File: src/rtl/ram_arbiter.sv
// Round-robin arbiter sharing one four-phase-handshake RAM port between two requesters.
// Per-port response registers (rdata/done/err) live in a small sub-module instanced per port.
`ifndef WORD_WIDTH
`define WORD_WIDTH 32
`endif
`ifndef RAM_READ_PIN
`define RAM_READ_PIN 0
`endif
`ifndef RAM_WRITE_PIN
`define RAM_WRITE_PIN 1
`endif
`ifndef RAM_ACK
`define RAM_ACK 0
`endif

module ram_arbiter_port #(
    parameter int W = 32
) (
    input  logic         clk,
    input  logic         rst_n,
    input  logic         cap,
    input  logic [W-1:0] rd_in,
    input  logic         fin,
    input  logic         err_in,
    output logic [W-1:0] rdata,
    output logic         done,
    output logic         err
);
    always_ff @(posedge clk or negedge rst_n) begin
        if (!rst_n) begin
            rdata <= '0;
            done  <= 1'b0;
            err   <= 1'b0;
        end else begin
            if (cap) rdata <= rd_in;
            done <= fin;
            err  <= fin & err_in;
        end
    end
endmodule

module ram_arbiter #(
    parameter int WORD_WIDTH    = `WORD_WIDTH,
    parameter int RAM_READ_PIN  = `RAM_READ_PIN,
    parameter int RAM_WRITE_PIN = `RAM_WRITE_PIN,
    parameter int RAM_ACK       = `RAM_ACK,
    parameter int TIMEOUT       = 255
) (
    input  logic                  clk,
    input  logic                  rst_n,
    input  logic                  p0_req,
    input  logic                  p0_we,
    input  logic [WORD_WIDTH-1:0] p0_addr,
    input  logic [WORD_WIDTH-1:0] p0_wdata,
    output logic [WORD_WIDTH-1:0] p0_rdata,
    output logic                  p0_done,
    output logic                  p0_err,
    input  logic                  p1_req,
    input  logic                  p1_we,
    input  logic [WORD_WIDTH-1:0] p1_addr,
    input  logic [WORD_WIDTH-1:0] p1_wdata,
    output logic [WORD_WIDTH-1:0] p1_rdata,
    output logic                  p1_done,
    output logic                  p1_err,
    input  logic [WORD_WIDTH-1:0] ram_stat,
    output logic [WORD_WIDTH-1:0] ram_ctrl,
    output logic [WORD_WIDTH-1:0] addr,
    output logic [WORD_WIDTH-1:0] data_out,
    input  logic [WORD_WIDTH-1:0] data_in
);
    localparam logic [15:0] TLAST = 16'(TIMEOUT - 1);

    typedef enum logic [1:0] {IDLE, ISSUE, RELEASE, DONE} state_t;
    state_t state, state_next;

    logic [1:0]                 req, we, done_a, err_a;
    logic [1:0][WORD_WIDTH-1:0] p_addr, p_wdata, rdata_a;
    logic [WORD_WIDTH-1:0]      pin;
    logic                       ack, sel, start, hit, expire, fin;
    logic                       grant, last_grant, we_q, err_flag;
    logic [15:0]                timer;
    logic                       unused_stat;

    assign req     = {p1_req, p0_req};
    assign we      = {p1_we, p0_we};
    assign p_addr  = {p1_addr, p0_addr};
    assign p_wdata = {p1_wdata, p0_wdata};
    assign ack     = ram_stat[RAM_ACK];
    assign unused_stat = ^ram_stat;

    // On a tie the port that did not win last time gets the RAM.
    assign sel = (req == 2'b11) ? ~last_grant : req[1];
    assign pin = WORD_WIDTH'(1) << (we[sel] ? RAM_WRITE_PIN : RAM_READ_PIN);

    always_ff @(posedge clk or negedge rst_n) begin
        if (!rst_n) state <= IDLE;
        else        state <= state_next;
    end

    always_comb begin
        state_next = state;
        start      = 1'b0;
        hit        = 1'b0;
        expire     = 1'b0;
        fin        = 1'b0;
        case (state)
            IDLE: begin
                // A stale ACK from the previous cycle must clear before a new issue.
                start = (|req) && !ack;
                if (start) state_next = ISSUE;
            end
            ISSUE: begin
                hit    = ack;
                expire = !ack && (timer == TLAST);
                if (hit || expire) state_next = RELEASE;
            end
            RELEASE: begin
                fin = !ack;
                if (fin) state_next = DONE;
            end
            DONE:    state_next = IDLE;
            default: state_next = IDLE;
        endcase
    end

    always_ff @(posedge clk or negedge rst_n) begin
        if (!rst_n) begin
            grant      <= 1'b0;
            last_grant <= 1'b1;
            we_q       <= 1'b0;
            err_flag   <= 1'b0;
            timer      <= '0;
            ram_ctrl   <= '0;
            addr       <= '0;
            data_out   <= '0;
        end else if (start) begin
            grant      <= sel;
            last_grant <= sel;
            we_q       <= we[sel];
            addr       <= p_addr[sel];
            if (we[sel]) data_out <= p_wdata[sel];
            ram_ctrl   <= pin;
            timer      <= '0;
        end else if (hit) begin
            ram_ctrl <= '0;
            err_flag <= 1'b0;
        end else if (expire) begin
            ram_ctrl <= '0;
            err_flag <= 1'b1;
        end else if (state == ISSUE) begin
            timer <= timer + 16'd1;
        end
    end

    for (genvar i = 0; i < 2; i++) begin : g_port
        ram_arbiter_port #(.W(WORD_WIDTH)) u_port (
            .clk    (clk),
            .rst_n  (rst_n),
            .cap    (hit && !we_q && (grant == 1'(i))),
            .rd_in  (data_in),
            .fin    (fin && (grant == 1'(i))),
            .err_in (err_flag),
            .rdata  (rdata_a[i]),
            .done   (done_a[i]),
            .err    (err_a[i])
        );
    end

    assign p0_rdata = rdata_a[0];
    assign p1_rdata = rdata_a[1];
    assign p0_done  = done_a[0];
    assign p1_done  = done_a[1];
    assign p0_err   = err_a[0];
    assign p1_err   = err_a[1];
endmodule

File: config.mk
export PLATFORM = sky130hd
export DESIGN_NAME = ram_arbiter
export DESIGN_NICKNAME = d
export VERILOG_FILES = /design/src/rtl/ram_arbiter.sv
export SDC_FILE = /design/constraint.sdc
export NUM_CORES = 1
export LEC_CHECK = 0
export CORE_MARGIN = 1.5
export CORE_UTILIZATION = 36
export DETAILED_ROUTE_END_ITERATION = 8
export PLACE_DENSITY = 0.76
export SLEW_MARGIN = 20
export SYNTH_ARGS = -nofsm -noshare
export SYNTH_HDL_FRONTEND = slang
export SYNTH_SLANG_ARGS = --single-unit
export TNS_END_PERCENT = 5
File: constraint.sdc
create_clock -name clk -period 2.1 [get_ports clk]
set_clock_uncertainty 0.15 [all_clocks]
set_input_delay 0.315 -clock clk [delete_from_list [all_inputs] [get_ports clk]]
set_output_delay 0.315 -clock clk [all_outputs]
set_load 0.005 [all_outputs]
==> results of run 1 <==
[cell usage in the layout, fill, tap and decap left out, types with 4 or more instances in the layout]
cell	synthesis	routed
sky130_fd_sc_hd__clkdlybuf4s50_1	0	299
sky130_fd_sc_hd__dfrtp_1	155	155
sky130_fd_sc_hd__mux2_2	128	128
sky130_fd_sc_hd__nand2_1	52	51
sky130_fd_sc_hd__buf_4	33	39
sky130_fd_sc_hd__o21ai_0	37	37
sky130_fd_sc_hd__mux2i_1	33	33
sky130_fd_sc_hd__conb_1	1	30
sky130_fd_sc_hd__clkbuf_16	0	17
sky130_fd_sc_hd__a21oi_1	14	12
sky130_fd_sc_hd__o31ai_1	12	11
sky130_fd_sc_hd__buf_12	0	8
sky130_fd_sc_hd__or4_1	8	7
sky130_fd_sc_hd__inv_6	0	7
sky130_fd_sc_hd__nand3_1	8	6
sky130_fd_sc_hd__inv_1	5	5
sky130_fd_sc_hd__ha_1	5	5
sky130_fd_sc_hd__nor2_1	4	4
sky130_fd_sc_hd__buf_6	0	4
[stage by stage]
stage	hold slack [ps]	setup slack, ps
global placement	52.1	-232
detailed placement	55.9	-254
CTS	186	-45.5
global route	192	-91.6
floorplan	-131	-25.3
finish	183	-44.6
[kinds of logic after synthesis]
logic type,count (synthesis),synth area share (%)
AO/OA/AOI/OAI,77,6.50
adder cells (fa/ha/maj),5,0.881
buffers and inverters,64,5.31
flip-flops,156,55.0
multiplexers,162,25.1
other,1,0.0528
AND/OR/NAND/NOR,99,7.14
[cell type report]
cell class | instances | area [sq um] | area share (%)
repair buffers | 351 | 3500 | 30.8
inverters | 5 | 18.8 | 0.165
clock buffers | 17 | 425 | 3.74
well taps | 265 | 332 | 2.91
multi-input cells | 373 | 3000 | 26.4
flip-flops and latches | 156 | 3910 | 34.3
clock inverters | 15 | 196 | 1.73
[where the power goes]
part / leakage (nW) / internal [W] / switching (W) / total (W)
registers: 1.95 / 0.00431 / 0.000670 / 0.00498
clock network: 0.296 / 0.00192 / 0.00135 / 0.00326
logic: 2.64 / 0.00366 / 0.00184 / 0.00550
total: 4.88 / 0.00989 / 0.00386 / 0.0137
[final timing paths]
path | startpoint | endpoint | slack [ps] | cells after the start
setup reg to reg | timer[14]$_DFFE_PN0P_ | state[1]$_DFFE_PN0P_ | -40 | 4
hold / removal | rst_n | addr[27]$_DFFE_PN0P_ | 180 | 2
hold reg to reg | addr[21]$_DFFE_PN0P_ | addr[21]$_DFFE_PN0P_ | 330 | 2
setup / recovery | timer[14]$_DFFE_PN0P_ | state[1]$_DFFE_PN0P_ | -40 | 4
max in group asynchronous | rst_n | data_out[8]$_DFFE_PN0P_ | 950 | 3
min in group clk | addr[21]$_DFFE_PN0P_ | addr[21]$_DFFE_PN0P_ | 330 | 2
[worst max-delay path, cell delays in order, from the launching register on]
cell and delay (ps):
sky130_fd_sc_hd__dfrtp_1 390, sky130_fd_sc_hd__or4_4 550, sky130_fd_sc_hd__or4_4 440, sky130_fd_sc_hd__a21oi_2 170, sky130_fd_sc_hd__mux2_1 340
[repair_timing]
action | 4_1_cts | 5_1_grt
endpoints found under the hold margin | 68 | 0
endpoints found under the setup margin | 10 | 48
hold buffers | 1 | 0
resized for setup | 3 | 10
pin swaps | 0 | 3
setup buffers | 2 | 0
[metal layers]
metal / share of wire, % / track usage [%] / up-vias
met1: 42 / 24.0 / 2745
li1: - / - / 2654
met4: 1.6 / 4.83 / 0
met3: 7.5 / 6.90 / 25
met5: 0 / 0 / -
met2: 49 / 32.1 / 202
[registers in the layout, summed over array words and instances, names as in the netlist]
name                 count
g_port.u_port.err        2
grant                    1
g_port.u_port.rdata     64
data_out                32
err_flag                 1
g_port.u_port.done       2
we_q                     1
timer                   16
ram_ctrl                 2
addr                    32
last_grant               1
state                    2
==> impl_table.tex, run 1 <==
\begin{tabular}{lr}
\hline
Metric & Value \\
\hline
\multicolumn{2}{l}{\textbf{Synth}} \\
List of most frequent post-synthesis cells & 155 x sky130\_fd\_sc\_hd\_\_dfrtp\_1, 128 x sky130\_fd\_sc\_hd\_\_mux2\_2, 52 x sky130\_fd\_sc\_hd\_\_nand2\_1, 37 x sky130\_fd\_sc\_hd\_\_o21ai\_0 \\
Total of warnings raised by yosys & 0 \\
Library cells used by synthesis & 46 \\
Fraction of the yosys area taken by sequential cells & 55.0\% \\
Combined area of all synthesized cells & approximately 7000 sq um \\
Count of flip-flops with a built-in enable after synthesis & 0 \\
Cell count after synthesis & 564 \\
Synthesis-stage register bit count & 156 \\
Most common cell in the synthesized netlist & sky130\_fd\_sc\_hd\_\_dfrtp\_1 \\
Fraction of synthesized cell area taken by the top area cell type & 54.6\% \\
Prevailing post-synth register cell & sky130\_fd\_sc\_hd\_\_dfrtp\_1 \\
Leading area contributor after synthesis & sky130\_fd\_sc\_hd\_\_dfrtp\_1 \\
Share of flip-flops with an asynchronous set or reset after synthesis & 100\% \\
Syn avg cell area & 12.6 sq um \\
Top post-synthesis cells by area & sky130\_fd\_sc\_hd\_\_dfrtp\_1 55\%, sky130\_fd\_sc\_hd\_\_mux2\_2 20\%, sky130\_fd\_sc\_hd\_\_mux2i\_1 4.7\% \\
\multicolumn{2}{l}{\textbf{Floorplan}} \\
IO Count & 362 \\
Die Y & 143 microns \\
Starting density of the core & 36.6\% \\
Floorplan core area & around 19000 sq um \\
Placement row count & 51 \\
Die Outline Area & 20600 sq um \\
Chip width & 143 microns \\
\multicolumn{2}{l}{\textbf{Clock network}} \\
Number of clock sinks & 156 \\
Maximum buffer depth of the clock tree & 2 \\
Number of levels the H-tree was split into & 4 \\
Clk Latency, worst-skew pair & 410 ps \\
Cell at the root of the clock tree & sky130\_fd\_sc\_hd\_\_clkbuf\_16 \\
CTS buffer count & 17 \\
Clock tree from TritonCTS & built \\
Clock input transition at the sequential cells of the worst setup and hold paths & 60 ps \\
\multicolumn{2}{l}{\textbf{Finish}} \\
Filler cell count & roughly 1.6k \\
Share of post-route cells with drive strength above 1 & 25.2\% \\
Post-route design area & 11400 sq um \\
Post-route insts no fill & 1182 \\
Number of nets in the layout & 1107 \\
Share of the core filled with cells & between 50\% and 60\% \\
Antenna diode count & 0 \\
Area overhead of the layout relative to synthesis & 60.3\% \\
\multicolumn{2}{l}{\textbf{Job}} \\
Number of max-cap violations & 0 \\
\multicolumn{2}{l}{\textbf{STA}} \\
Post-layout min period & 2140 ps \\
Final cycle utilization of the critical path & 102\% \\
Upper clock frequency limit & 466 MHz \\
Setup violators final & 1 \\
Final-layout setup total negative slack & -44.6 ps \\
Setup slack of the critical path after layout & -44.6 ps \\
RSZ-0062 raised after global routing & true \\
Max-slew violation count & 0 \\
Count of endpoints failing hold in the final timing report & 0 \\
\multicolumn{2}{l}{\textbf{Pwr}} \\
Total leakage power & approximately 4.9 nW \\
Design Power & 0.0137 W \\
Pwr/cell area & 1210 nW/um\^{}2 \\
VDD IR max & 1.02 mV \\
\multicolumn{2}{l}{\textbf{Setup path}} \\
Setup crit end kind & register \\
CP startpoint kind & register \\
Type of the worst setup path & reg -> reg \\
CP max FO & 2 \\
Critical Path AT & 2290 ps \\
Data required time at the worst endpoint & 2240 ps \\
\multicolumn{2}{l}{\textbf{Place}} \\
HPWL after DPL & $\sim$14 mm \\
Port Buf Inserts & 300 \\
Number of placed instances, taps included & 1147 \\
Routability cong. & 0.839 \\
Instance area after placement & 10700 sq um \\
\multicolumn{2}{l}{\textbf{Global route}} \\
Global-route wire length before repair & 30.6 mm \\
Number of global-route vias before repair & 5822 \\
Largest net degree at the start of global routing & 67 \\
GRT Total Usage & 19.3\% \\
Number of antenna violations at the first check in global routing & 0 \\
Total grt overflow & 0 \\
\multicolumn{2}{l}{\textbf{Routing}} \\
DRT Pass-1 Iters & 4 \\
Average wire per standard cell & about 16 microns \\
Residual DRC & 0 \\
Total wirelength of the detailed-routed design & 19.5 mm \\
Overall via count from detail\_route & 5626 \\
Drt first-iter violations & 187 \\
Remaining antenna violation count after routing & 0 \\
Via-per-instance ratio & between 4 and 5 \\
\multicolumn{2}{l}{\textbf{Hold path}} \\
Path type of the worst min-delay path & in -> async \\
\multicolumn{2}{l}{\textbf{Outcome}} \\
Failing checks & negative setup slack \\
Status & finished, violations left \\
\hline
\end{tabular}
(Power assumes the default switching activity.)
==> run 2: changes to the inputs <==
--- a/config.mk
+++ b/config.mk
@@ -5,10 +5,10 @@
 export SDC_FILE = /design/constraint.sdc
 export NUM_CORES = 1
 export LEC_CHECK = 0
-export CORE_MARGIN = 1.5
-export CORE_UTILIZATION = 36
+export CORE_AREA = 2 2 141 143
 export DETAILED_ROUTE_END_ITERATION = 8
-export PLACE_DENSITY = 0.76
+export DIE_AREA = 0 0 143 145
+export PLACE_DENSITY = 0.75
 export SLEW_MARGIN = 20
 export SYNTH_ARGS = -nofsm -noshare
 export SYNTH_HDL_FRONTEND = slang
==> constraint.sdc (replaced) <==
create_clock -name clk -period 2.2 [get_ports clk]
set_clock_uncertainty 0.15 [all_clocks]
set_input_delay 0.33 -clock clk [delete_from_list [all_inputs] [get_ports clk]]
set_output_delay 0.33 -clock clk [all_outputs]
set_load 0.005 [all_outputs]
==> run 2 against run 1 <==
  * The run now ends clean
  * Sequential share of layout area up 0.24 points
  * Sequential power fell by 4.2%
  * Cell count fell by 0.68%
  * Global-route usage up 0.23 points
  * Largest cell class unchanged
  * Highest routed layer unchanged
==> impl_table.tex, run 2 (synthesis gave the netlist of run 1 again) <==
\begin{tabular}{lr}
\hline
Metric & Value \\
\hline
\multicolumn{2}{l}{\textbf{Finish}} \\
Area overhead of the layout relative to synthesis & 59.1\% \\
Share of the core filled with cells & 58.8\% \\
Largest registers & g\_port.u\_port.rdata x64, addr x32, data\_out x32 \\
Max reg flops & 64 \\
Reg with most FFs & g\_port.u\_port.rdata \\
Top library cells by usage in the layout, fill and taps aside & 299 x sky130\_fd\_sc\_hd\_\_clkdlybuf4s50\_1, 155 x sky130\_fd\_sc\_hd\_\_dfrtp\_1, 128 x sky130\_fd\_sc\_hd\_\_mux2\_2 \\
Post-route insts no fill & 1174 \\
Commonest non-fill, non-tap cell in the layout & sky130\_fd\_sc\_hd\_\_clkdlybuf4s50\_1 \\
Share of post-route cells with drive strength above 1 & 23.8\% \\
Post-route design area & 11300 sq um \\
Number of nets in the layout & between 1k and 1.5k \\
Register cell area after layout & 3910 sq um \\
Antenna diode count & 0 \\
Footprint of the multi-input gates & roughly 3000 sq um \\
Filler cell count & 1593 \\
\multicolumn{2}{l}{\textbf{STA}} \\
Post-layout min period & 2200 ps \\
Final cycle utilization of the critical path & 99.9\% \\
Least-Margin Pin Slew & 549 ps \\
Upper clock frequency limit & between 400 and 500 MHz \\
Max-slew violation count & 0 \\
Worst slew margin relative to its limit & between 60\% and 70\% \\
RSZ-0062 raised after global routing & true \\
Worst-case hold slack & 211 ps \\
Count of endpoints failing hold in the final timing report & 0 \\
Setup violators final & 0 \\
\multicolumn{2}{l}{\textbf{Clock network}} \\
Clk Latency, worst-skew pair & 410 ps \\
Maximum buffer depth of the clock tree & 2 \\
Clock tree from TritonCTS & built \\
Number of clock sinks & 156 \\
Post-CTS Setup Inserts & 0 \\
CTS buffer count & 17 \\
Number of levels the H-tree was split into & 4 \\
Cell at the root of the clock tree & sky130\_fd\_sc\_hd\_\_clkbuf\_16 \\
Clock input transition at the sequential cells of the worst setup and hold paths & 60 ps \\
\multicolumn{2}{l}{\textbf{Pwr}} \\
Total leakage power & about 4.9 nW \\
Design Power & 0.0132 W \\
VDD IR max & 0.607 mV \\
Pwr/cell area & about 1200 nW/um\^{}2 \\
\multicolumn{2}{l}{\textbf{Routing}} \\
Total wirelength of the detailed-routed design & just under 20 mm \\
Remaining antenna violation count after routing & 0 \\
DRT Pass-1 Iters & 4 \\
Average wire per standard cell & 16.8 microns \\
Drt first-iter violations & 219 \\
Via-per-instance ratio & between 4 and 5 \\
Overall via count from detail\_route & between 5k and 6k \\
Residual DRC & 0 \\
\multicolumn{2}{l}{\textbf{Setup path}} \\
Cell repeated most along the worst path & sky130\_fd\_sc\_hd\_\_or4\_4 \\
Data required time at the worst endpoint & 2350 ps \\
Startpoint of the worst register-to-register path & timer[10]\$\_DFFE\_PN0P\_ \\
Crit-path cells & or4\_4, or4\_4, a21oi\_4, mux2\_1 \\
Critical Path AT & 2340 ps \\
Critical path's slowest cell & sky130\_fd\_sc\_hd\_\_or4\_4 \\
CP startpoint kind & register \\
Setup crit start & timer[10]\$\_DFFE\_PN0P\_ \\
CP max stage delay & 550 ps \\
Type of the worst setup path & reg -> reg \\
CP max FO & 2 \\
Setup crit end kind & register \\
\multicolumn{2}{l}{\textbf{Place}} \\
HPWL after DPL & 14.8 mm \\
Instance area after placement & 10600 sq um \\
Port Buf Inserts & 300 \\
Routability cong. & 0.795 \\
Number of placed instances, taps included & 1141 \\
\multicolumn{2}{l}{\textbf{Outcome}} \\
Status & complete, no violations \\
\multicolumn{2}{l}{\textbf{Floorplan}} \\
Placement row count & 51 \\
Die Y & 145 microns \\
IO Count & about 360 \\
Starting density of the core & a little under two fifths \\
Chip width & 143 microns \\
Die Outline Area & 20700 sq um \\
Floorplan core area & 19200 sq um \\
\multicolumn{2}{l}{\textbf{Global route}} \\
Global-route wire length before repair & 31.5 mm \\
GRT Total Usage & 19.6\% \\
Largest net degree at the start of global routing & slightly below 60 \\
Total grt overflow & 0 \\
Number of antenna violations at the first check in global routing & 0 \\
Number of global-route vias before repair & a little under 6k \\
\multicolumn{2}{l}{\textbf{Hold path}} \\
Path type of the worst min-delay path & in -> async \\
\multicolumn{2}{l}{\textbf{Job}} \\
Number of max-cap violations & 0 \\
\hline
\end{tabular}
run 2: cell types whose count changed in the layout (fill, tap and decap cells not counted), sizes merged:
cell	change
buf	-8
bufinv	+1
clkbuf	+3
clkinv	+5
clkinvlp	-3
inv	-6
run 2: final timing paths:
check / end / slack, ps / cells past startpoint
worst max-delay path: state[1]$_DFFE_PN0P_ / 3 / 4
max in group asynchronous: g_port[1].u_port.rdata[26]$_DFFE_PN0P_ / 980 / 3
worst max register to register: state[1]$_DFFE_PN0P_ / 3 / 4
min in group clk: addr[29]$_DFFE_PN0P_ / 330 / 2
worst min-delay path: addr[27]$_DFFE_PN0P_ / 210 / 2
worst min register to register: addr[29]$_DFFE_PN0P_ / 330 / 2
run 2: what timing repair did:
item                                    CTS  global route
hold endpoints to repair                 72             0
cloned                                    0             0
hold buffers                              1             0
gates resized for setup                   2             2
endpoints found under the setup margin    1             8
run 2: critical path, delay by kind of cell, from the launching register on:
family          cells  cell delay [ps]
flops               1              380
compound gates      1              150
simple gates        2             1080
mux                 1              330
run 2: stage by stage:
stage	setup slack [ps]	TNS [ps]
2_1_floorplan	4.96	0
3_3_place_gp	-170	-6160
3_5_place_dp	-183	-7590
4_1_cts	-2.58	-2.58
5_1_grt	-27.9	-27.9
6_report	3.27	0
run 2: final cells by class:
cell class	count	share of cell area, %
sequential	156	34.6
timing repair buffer	343	30.5
multi-input combinational	373	26.3
clock buffer	20	3.95
tap	265	2.93
clock inverter	12	1.64
inverter	5	0.166
run 2: per-layer routing:
metal | share of wire, % | global-route usage [%]
met5 | 0 | 0
met4 | 1.4 | 5.50
met3 | 8.1 | 7.00
met2 | 52 | 34.2
met1 | 39 | 22.5
run 2: power breakdown:
group	internal, W	switching (W)
combinational	0.00346	0.00177
clock	0.00195	0.00121
sequential	0.00412	0.000650
==> run 3: changes to the inputs <==
--- a/config.mk
+++ b/config.mk
@@ -13,4 +13,3 @@
 export SYNTH_ARGS = -nofsm -noshare
 export SYNTH_HDL_FRONTEND = slang
 export SYNTH_SLANG_ARGS = --single-unit
-export TNS_END_PERCENT = 5
==> run 3 against run 2 <==
  * Sequential share of layout area about the same
  * Hold slack barely moved
  * Global-route usage did not move
  * Core utilization barely moved
  * Maximum frequency up 0.51%
  * Clock power hardly changed
  * Combinational power hardly changed
==> impl_table.tex, run 3 (synthesis gave the netlist of run 1 again) <==
\begin{tabular}{lr}
\hline
Metric & Value \\
\hline
\multicolumn{2}{l}{\textbf{Outcome}} \\
Status & complete, no violations \\
\multicolumn{2}{l}{\textbf{STA}} \\
Final-layout setup total negative slack & 0 ps \\
Upper clock frequency limit & 458 MHz \\
Least-Margin Pin Slew & $\sim$530 ps \\
Count of endpoints failing hold in the final timing report & 0 \\
Worst slew margin relative to its limit & 64.3\% \\
Max-slew violation count & 0 \\
Setup violators final & 0 \\
Post-layout min period & about 2200 ps \\
Final cycle utilization of the critical path & 99.3\% \\
Setup slack of the critical path after layout & 14.4 ps \\
RSZ-0062 raised after global routing & true \\
\multicolumn{2}{l}{\textbf{Clock network}} \\
Cell at the root of the clock tree & sky130\_fd\_sc\_hd\_\_clkbuf\_16 \\
Clk Latency, worst-skew pair & 410 ps \\
Clock tree from TritonCTS & built \\
Post-CTS Setup Inserts & 0 \\
Clock input transition at the sequential cells of the worst setup and hold paths & $\sim$60 ps \\
CTS buffer count & 17 \\
Maximum buffer depth of the clock tree & 2 \\
Number of clock sinks & 156 \\
Number of levels the H-tree was split into & 4 \\
\multicolumn{2}{l}{\textbf{Global route}} \\
Global-route wire length before repair & 31.5 mm \\
Largest net degree at the start of global routing & just under 60 \\
Total grt overflow & 0 \\
Number of antenna violations at the first check in global routing & 0 \\
GRT Total Usage & 19.6\% \\
Number of global-route vias before repair & 5915 \\
\multicolumn{2}{l}{\textbf{Finish}} \\
Largest registers & g\_port.u\_port.rdata x64, addr x32, data\_out x32 \\
Top library cells by usage in the layout, fill and taps aside & 299 x sky130\_fd\_sc\_hd\_\_clkdlybuf4s50\_1, 155 x sky130\_fd\_sc\_hd\_\_dfrtp\_1, 128 x sky130\_fd\_sc\_hd\_\_mux2\_2 \\
Commonest non-fill, non-tap cell in the layout & sky130\_fd\_sc\_hd\_\_clkdlybuf4s50\_1 \\
Antenna diode count & 0 \\
Max reg flops & 64 \\
Area overhead of the layout relative to synthesis & 59.2\% \\
Number of nets in the layout & 1099 \\
Share of post-route cells with drive strength above 1 & around a quarter \\
Reg with most FFs & g\_port.u\_port.rdata \\
\multicolumn{2}{l}{\textbf{Setup path}} \\
Crit-path cells & or4\_4, or4\_4, a21oi\_4, mux2\_4 \\
Data required time at the worst endpoint & 2350 ps \\
CP startpoint kind & register \\
CP max stage delay & 540 ps \\
Cell repeated most along the worst path & sky130\_fd\_sc\_hd\_\_or4\_4 \\
CP max FO & 2 \\
Critical Path AT & 2330 ps \\
Type of the worst setup path & reg -> reg \\
Critical path's slowest cell & sky130\_fd\_sc\_hd\_\_or4\_4 \\
Setup crit end kind & register \\
\multicolumn{2}{l}{\textbf{Floorplan}} \\
Chip width & 143 microns \\
IO Count & around 360 \\
Die Outline Area & 20700 sq um \\
Die Y & 145 microns \\
Floorplan core area & just under 20000 sq um \\
Starting density of the core & 37.0\% \\
Placement row count & 51 \\
\multicolumn{2}{l}{\textbf{Pwr}} \\
Internal & 0.00955 W \\
Proportion of power drawn by combinational gates & 39.9\% \\
VDD IR max & 0.607 mV \\
Sequential Power Share & 36.2\% \\
Pwr/cell area & 1170 nW/um\^{}2 \\
Clock power frac & between 20\% and 30\% \\
Design Power & $\sim$0.013 W \\
Total leakage power & 4.86 nW \\
Net switching component of the power & 0.00364 W \\
Switching Share & 27.6\% \\
\multicolumn{2}{l}{\textbf{Routing}} \\
Overall via count from detail\_route & 5573 \\
Drt first-iter violations & 217 \\
Total wirelength of the detailed-routed design & $\sim$20 mm \\
Residual DRC & 0 \\
DRT Pass-1 Iters & 4 \\
Average wire per standard cell & about 17 microns \\
Remaining antenna violation count after routing & 0 \\
Via-per-instance ratio & 4.75 \\
\multicolumn{2}{l}{\textbf{Place}} \\
Port Buf Inserts & 300 \\
Worst-case setup slack after placement & -183 ps \\
HPWL after DPL & 14.8 mm \\
Routability cong. & 0.795 \\
\multicolumn{2}{l}{\textbf{Job}} \\
Number of max-cap violations & 0 \\
\multicolumn{2}{l}{\textbf{Hold path}} \\
Path type of the worst min-delay path & in -> async \\
\hline
\end{tabular}
[run 3: layout make-up]
| cell class | instances | area [sq um] |
|---|---|---|
| clock inverters | 12 | 185 |
| inverters | 5 | 18.8 |
| fillers | 1594 | 7910 |
| clock buffers | 20 | 447 |
| repair buffers | 343 | 3440 |
| well taps | 265 | 332 |
| flip-flops and latches | 156 | 3910 |
| multi-input cells | 373 | 2970 |
[run 3: power groups by stage]
stage               clock network (W)  logic [W]  registers, W
floorplan                           0    0.00182       0.00487
global placement                    0    0.00520       0.00475
detailed placement                  0    0.00526       0.00481
CTS                           0.00323    0.00531       0.00478
global route                  0.00336    0.00566       0.00493
finish                        0.00316    0.00526       0.00477
[run 3: worst paths after layout]
check | startpoint | endpoint | slack (ps) | cells past startpoint
worst max register to register | timer[10]$_DFFE_PN0P_ | state[1]$_DFFE_PN0P_ | 10 | 4
worst min-delay path | rst_n | addr[27]$_DFFE_PN0P_ | 210 | 2
worst max-delay path | timer[10]$_DFFE_PN0P_ | state[1]$_DFFE_PN0P_ | 10 | 4
max in group asynchronous | rst_n | g_port[1].u_port.rdata[26]$_DFFE_PN0P_ | 980 | 3
worst min register to register | addr[29]$_DFFE_PN0P_ | addr[29]$_DFFE_PN0P_ | 330 | 2
min in group clk | addr[29]$_DFFE_PN0P_ | addr[29]$_DFFE_PN0P_ | 330 | 2
[run 3: through the flow]
stage                     instance area (sq um)  util, %  hold WS, ps  cells
final                                     11300     58.8          211   1174
after global routing                      11300     58.8          221   1174
after CTS                                 11300     58.8          212   1174
after detailed placement                  10600     55.4         85.3   1141
after global placement                    10600     55.4         86.1   1141
after floorplan                            7210        -         -116    593
[run 3: repair_timing]
action	4_1_cts	5_1_grt
hold buffers	1	0
setup endpoints to repair	1	8
resized for setup	2	3
endpoints found under the hold margin	72	0
[run 3: per-layer routing]
layer  vias up  routed length, microns  GRT usage, %
met2       213                   10200          34.2
met5         -                       0             0
met3        21                    1520          7.00
met4         0                     278          5.50
met1      2722                    7790          22.5
li1       2617                       -             -
[run 3: critical path, delay by kind of cell (launching register included)]
kind | cells | cell delay (ps)
DFF | 1 | 380
muxes | 1 | 310
AOI/OAI and AO/OA | 1 | 160
and+or+nand+nor | 2 | 1070
